==> src/rtl/maxpool_27_2_16_pkg.sv <==
// maxpool_27_2_16_pkg: default pooling geometry, sample type and counter-width helper
package maxpool_27_2_16_pkg;
  localparam int DEF_T = 16;
  localparam int DEF_SIZE_Y = 27;
  localparam int DEF_POOL = 2;
  localparam int OUT_LEN = DEF_SIZE_Y / DEF_POOL;
  localparam int DISCARD_START = OUT_LEN * DEF_POOL;
  typedef logic signed [DEF_T-1:0] sample_t;
  function automatic int cnt_w(input int n);
    return (n <= 2) ? 1 : $clog2(n);
  endfunction
endpackage

==> src/rtl/maxpool_27_2_16_if.sv <==
// maxpool_27_2_16_if: x (input stream) and y (pooled stream) valid/ready channels; slave = pooling block, master = bench/upstream side
interface maxpool_27_2_16_if #(parameter int T = 16);
  logic signed [T-1:0] x_data;
  logic x_valid;
  logic x_ready;
  logic signed [T-1:0] y_data;
  logic y_valid;
  logic y_ready;
  modport slave (input x_data, x_valid, y_ready, output x_ready, y_data, y_valid);
  modport master (output x_data, x_valid, y_ready, input x_ready, y_data, y_valid);
endinterface

==> src/rtl/maxpool_27_2_16.sv <==
// maxpool_27_2_16: streaming 1-D signed max-pool (ports: clk, reset active-low sync, s = x/y valid-ready channels), trailing SIZE_Y%POOL samples dropped per frame
module maxpool_27_2_16
  import maxpool_27_2_16_pkg::*;
#(
  parameter int T = DEF_T,
  parameter int SIZE_Y = DEF_SIZE_Y,
  parameter int POOL = DEF_POOL
) (
  input logic clk,
  input logic reset,
  maxpool_27_2_16_if.slave s
);
  localparam int N_OUT = SIZE_Y / POOL;
  localparam int D_START = N_OUT * POOL;
  localparam int WW = cnt_w(POOL);
  localparam int FW = cnt_w(SIZE_Y + 1);
  logic [WW-1:0] r_wcnt;
  logic [FW-1:0] r_fcnt;
  logic signed [T-1:0] r_max, r_y;
  logic r_yv;
  logic w_acc, w_last_w, w_last_f, w_done;
  logic signed [T-1:0] w_new;
  assign s.x_ready = ~r_yv | s.y_ready;
  assign s.y_valid = r_yv;
  assign s.y_data = r_y;
  assign w_acc = s.x_valid & s.x_ready;
  assign w_last_w = r_wcnt == WW'(POOL - 1);
  assign w_last_f = r_fcnt == FW'(SIZE_Y - 1);
  assign w_done = w_acc & w_last_w & (r_fcnt < FW'(D_START));
  // first sample of a window seeds the max; with POOL==1 this is always x_data
  assign w_new = (r_wcnt == '0 || s.x_data > r_max) ? s.x_data : r_max;
  always_ff @(posedge clk) begin
    if (!reset) begin
      r_wcnt <= '0;
      r_fcnt <= '0;
      r_max <= '0;
      r_y <= '0;
      r_yv <= 1'b0;
    end else begin
      if (w_acc) begin
        r_max <= w_new;
        r_wcnt <= (w_last_w || w_last_f) ? '0 : r_wcnt + 1'b1;
        r_fcnt <= w_last_f ? '0 : r_fcnt + 1'b1;
      end
      if (w_done) begin
        r_y <= w_new;
        r_yv <= 1'b1;
      end else if (s.y_ready) begin
        r_yv <= 1'b0;
      end
    end
  end
endmodule

==> src/flat_wrapper.sv <==
// flat-port wrapper written by rule: the top's interface ports become plain ports
module maxpool_27_2_16_flat import maxpool_27_2_16_pkg::*;
#(
  parameter int T = DEF_T,
  parameter int SIZE_Y = DEF_SIZE_Y,
  parameter int POOL = DEF_POOL
)
  (clk, reset, s_x_data, s_x_valid, s_y_ready, s_x_ready, s_y_data, s_y_valid);
  maxpool_27_2_16_if #(.T(T)) s_i ();
  input logic clk;
  input logic reset;
  input wire logic [$bits(s_i.x_data)-1:0] s_x_data;
  input wire logic [$bits(s_i.x_valid)-1:0] s_x_valid;
  input wire logic [$bits(s_i.y_ready)-1:0] s_y_ready;
  output wire logic [$bits(s_i.x_ready)-1:0] s_x_ready;
  output wire logic [$bits(s_i.y_data)-1:0] s_y_data;
  output wire logic [$bits(s_i.y_valid)-1:0] s_y_valid;
  assign s_i.x_data = s_x_data;
  assign s_i.x_valid = s_x_valid;
  assign s_i.y_ready = s_y_ready;
  assign s_x_ready = s_i.x_ready;
  assign s_y_data = s_i.y_data;
  assign s_y_valid = s_i.y_valid;
  maxpool_27_2_16 #(.T(T), .SIZE_Y(SIZE_Y), .POOL(POOL)) u_core (.clk(clk), .reset(reset), .s(s_i));
endmodule
==> config.mk <==
export PLATFORM = sky130hd
export DESIGN_NAME = maxpool_27_2_16_flat
export DESIGN_NICKNAME = d
export VERILOG_FILES = /design/src/rtl/maxpool_27_2_16_pkg.sv /design/src/rtl/maxpool_27_2_16_if.sv /design/src/rtl/maxpool_27_2_16.sv /design/src/flat_wrapper.sv
export SDC_FILE = /design/constraint.sdc
export NUM_CORES = 1
export LEC_CHECK = 0
export ABC_AREA = 0
export CAP_MARGIN = 10
export CORE_AREA = 2 2 49 96
export DETAILED_ROUTE_END_ITERATION = 6
export DIE_AREA = 0 0 51 98
export PLACE_DENSITY_LB_ADDON = 0.08
export REMOVE_ABC_BUFFERS = 1
export SYNTH_ARGS = -nofsm -noshare
export SYNTH_HDL_FRONTEND = slang
export SYNTH_SLANG_ARGS = --single-unit
==> constraint.sdc <==
create_clock -name clk -period 2.35 [get_ports clk]
set_input_delay 0.3525 -clock clk [delete_from_list [all_inputs] [get_ports clk]]
set_output_delay 0.3525 -clock clk [all_outputs]
set_load 0.02 [all_outputs]
==> flow_summary_export.csv <==
group,metric,value,unit
placement,dp_cells,357,
critical_path,cp.required,2.57,ns
critical_path,critPathKind,"flip-flop to flip-flop",
routing,first_pass_iters,6,
global_routing,grt_pass1_wl,9.04,mm
routing,drt_drc_violations_left,0,
critical_path,r2r_setup_slack,0.08,ns
worst_hold_path,hp-class,"flip-flop to flip-flop",
synth,syn_avg_cell_area,8.64,um2
routing,vias_per_cell,5.54,
synth,synth_area_leaders,"dfxtp_1, ha_1, nand2_1",
clock_tree,clockBufferDepth,2,
layout,num_antenna_cells,0,
critical_path,worstPathMaxFanout,7,
routing,via_count,2038,
placement,dp_hpwl,3.79,mm
layout,stdcell_area,3120,um2
timing,fin_tns_setup,0,ns
critical_path,reg2reg_from,"u_core.r_max[10]",
timing,max_freq,0.441,GHz
timing,finalCriticalPeriod,2.27,ns
critical_path,worst_setup_path_end_kind,"flip-flop",
global_routing,antenna_found_initial,0,
global_routing,grt_max_degree,54,
power_and_ir_drop,peakVddDrop,0.524,mV
routing,drt-initial-drc-count,42,
power_and_ir_drop,p_total,1.73,mW
timing,worst_slack,0.0799,ns
clock_tree,clock_sinks,39,
synth,synthXorXnorAreaFrac,1.22,%
power_and_ir_drop,leakagePower,1.30,nW
timing,final.period_utilization,96.6,%
synth,yosysSeqAreaShare,36.3,%
critical_path,endpoint,"u_core.r_max[5]",
routing,wire_per_inst,15.2,um
power_and_ir_drop,p_per_area,556,nW/um2
clock_tree,root_buffer,"clkbuf_8",
placement,dp_slack,-0.354,ns
floorplanning,start_util,50.1,%
synth,synth_cell_types,34,
floorplanning,die_area,5000,um2
timing,whs,0.461,ns
critical_path,ff2ff_path_depth,9,
routing,routed_wl,5.61,mm
floorplanning,die_width,51,um
timing,hold_viol,0,
critical_path,cp_slowest_cell,"dfxtp_2",
critical_path,crit_family,"compound AO/OA/AOI/OAI gates",
timing,rsz0062_at_grt,"true",
global_routing,grtUsageTotal,23.1,%
critical_path,critPathMaxStageDelay,0.35,ns
clock_tree,clkTransAtPathRegs,0.08,ns
synth,synth_fa_ha_area_share,10.5,%
synth,synth_top_cell_by_area,"dfxtp_1",
synth,synth_simple_gate_area_share,20.8,%
synth,synth_compound_area_share,15.4,%
placement,post_dp_cell_area,2750,um2
layout,final_common_cell,"nand2_1",
synth,synth_top_area_share,36.3,%
floorplanning,die_h,98,um
synth,ys_seq_elements,39,
global_routing,grt_overflow,0,
critical_path,crit_cells,9,
clock_tree,cts_made_buffers,5,
layout,final_nets,351,
routing,antenna_left,0,
critical_path,r2r-end,"u_core.r_max[5]",
timing,slew_violations,0,
floorplanning,core_area,4300,um2
global_routing,grt_pass1_vias,2079,
floorplanning,rows,34,
job,cap_viol_max_count,0,
synth,ys_warn_count,0,
timing,fin_skew,0.00704,ns
layout,synthToLayoutAreaGrowth,45.0,%
clock_tree,clkLatencyLatePin,0.29,ns
synth,syn_inst,249,
floorplanning,ios,38,
critical_path,crit_chain,"inv_2 -> ha_4 -> nand4_1 -> o31ai_4 -> a2111oi_4 -> o2111ai_2 -> nor3b_4 -> buf_6 -> mux2i_1",
outcome,status,"complete, no violations",
synth,synth.mux.area_fraction,7.45,%
critical_path,startpoint,"u_core.r_max[10]",
timing,tightestPinTransition,0.374,ns
synth,synth_top_family_by_area,"simple AND/OR/NAND/NOR gates",
critical_path,worst-path-buf-inv,2,
synth,syn_area,2150,um2
layout,final_cell_mix,"nand2_1, dfxtp_1, buf_4, clkdlybuf4s50_1, o21ai_0",
critical_path,cp.arrival,2.49,ns
timing,setup_viol,0,
clock_tree,cts_max_level,2,
clock_tree,cts_tree,"built",
timing,maxSlewHeadroom,74.8,%
layout,stdcell_count,368,
critical_path,start_kind,"flip-flop",
layout,drive_gt1_share,23.2,%
placement,gp_congestion,0.789,
layout,final_core_util,72.6,%
placement,io_buffers,37,
power by group:
part	switching (mW)	internal, mW	total (mW)	leakage [nW]
clock	0.238	0.344	0.581	0.0612
sequential	0.0258	0.704	0.730	0.321
combinational	0.211	0.213	0.423	0.916
total	0.474	1.26	1.73	1.30
synth_stat cells:
library cell,count
a2111oi_2,1
a211oi_1,16
a21boi_0,1
a21oi_1,7
and2_1,4
and2b_1,1
and3_1,2
buf_12,1
buf_2,3
buf_4,1
buf_6,1
clkbuf_1,9
dfxtp_1,39
dlygate4sd1_1,1
ha_1,18
inv_1,22
mux2i_1,16
nand2_1,44
nand2b_1,1
nand2b_2,1
nand3_1,1
nand4_1,5
nand4b_1,1
nor2_1,5
nor3b_2,1
nor4_1,1
nor4b_1,16
o2111ai_1,1
o2111ai_2,1
o211ai_1,1
o21ai_0,22
o21ai_1,1
o31ai_1,1
xor2_1,3
sequential cells by signal, indices dropped and copies added, names as in the netlist:
signal	count
u_core.r_wcnt	1
u_core.r_fcnt	5
u_core.s.y_valid	1
u_core.r_max	16
u_core.s.y_data	16
area by class of cell:
class	instances	area [um2]
fill	328	1180
clock buffer	6	82.6
inverter	22	82.6
tap	54	67.6
sequential	39	786
clock inverter	2	35.0
multi-input combinational	172	1380
timing repair buffer	73	689
tightest hold or removal path: cells and delay by family, from the launching register on:
kind	cells	cell delay [ns]
muxes	1	0.05
DFF	1	0.31
and+or+nand+nor	1	0.05
how the worst min path moves through the flow:
stage / endpoint / slack [ns] / cells past startpoint / start
after floorplan: u_core.r_max[10] / 0.43 / 2 / u_core.r_max[10]
after global placement: u_core.r_max[8] / 0.44 / 2 / u_core.r_max[8]
after detailed placement: u_core.r_max[12] / 0.45 / 2 / u_core.r_max[12]
after CTS: u_core.r_max[15] / 0.46 / 2 / u_core.r_max[15]
after global routing: u_core.r_max[1] / 0.49 / 2 / u_core.r_max[1]
final: u_core.r_max[2] / 0.46 / 2 / u_core.r_max[2]
timing repair:
| item | CTS | global route |
|---|---|---|
| resized for setup | 9 | 36 |
| setup buffers | 0 | 2 |
| hold buffers | 0 | 0 |
| gates cloned | 0 | 1 |
| pin swaps | 2 | 13 |
| endpoints found under the setup margin | 24 | 32 |
cell families (layout without fill, tap and decap cells):
kind of cell | after synthesis | count (layout)
DFF | 39 | 39
adders and majority gates | 18 | 18
xor gates and xnor gates | 3 | 3
AOI/OAI and AO/OA | 52 | 52
and+or+nand+nor | 83 | 83
muxes | 16 | 16
buffers and inverters | 38 | 103
per-layer routing:
metal	track usage, %	share of wire [%]
met1	26.3	41
met2	41.3	55
met3	3.36	2.3
met4	9.56	1.2
met5	0	0
No activity file was read; power rests on OpenSTA's default activity.
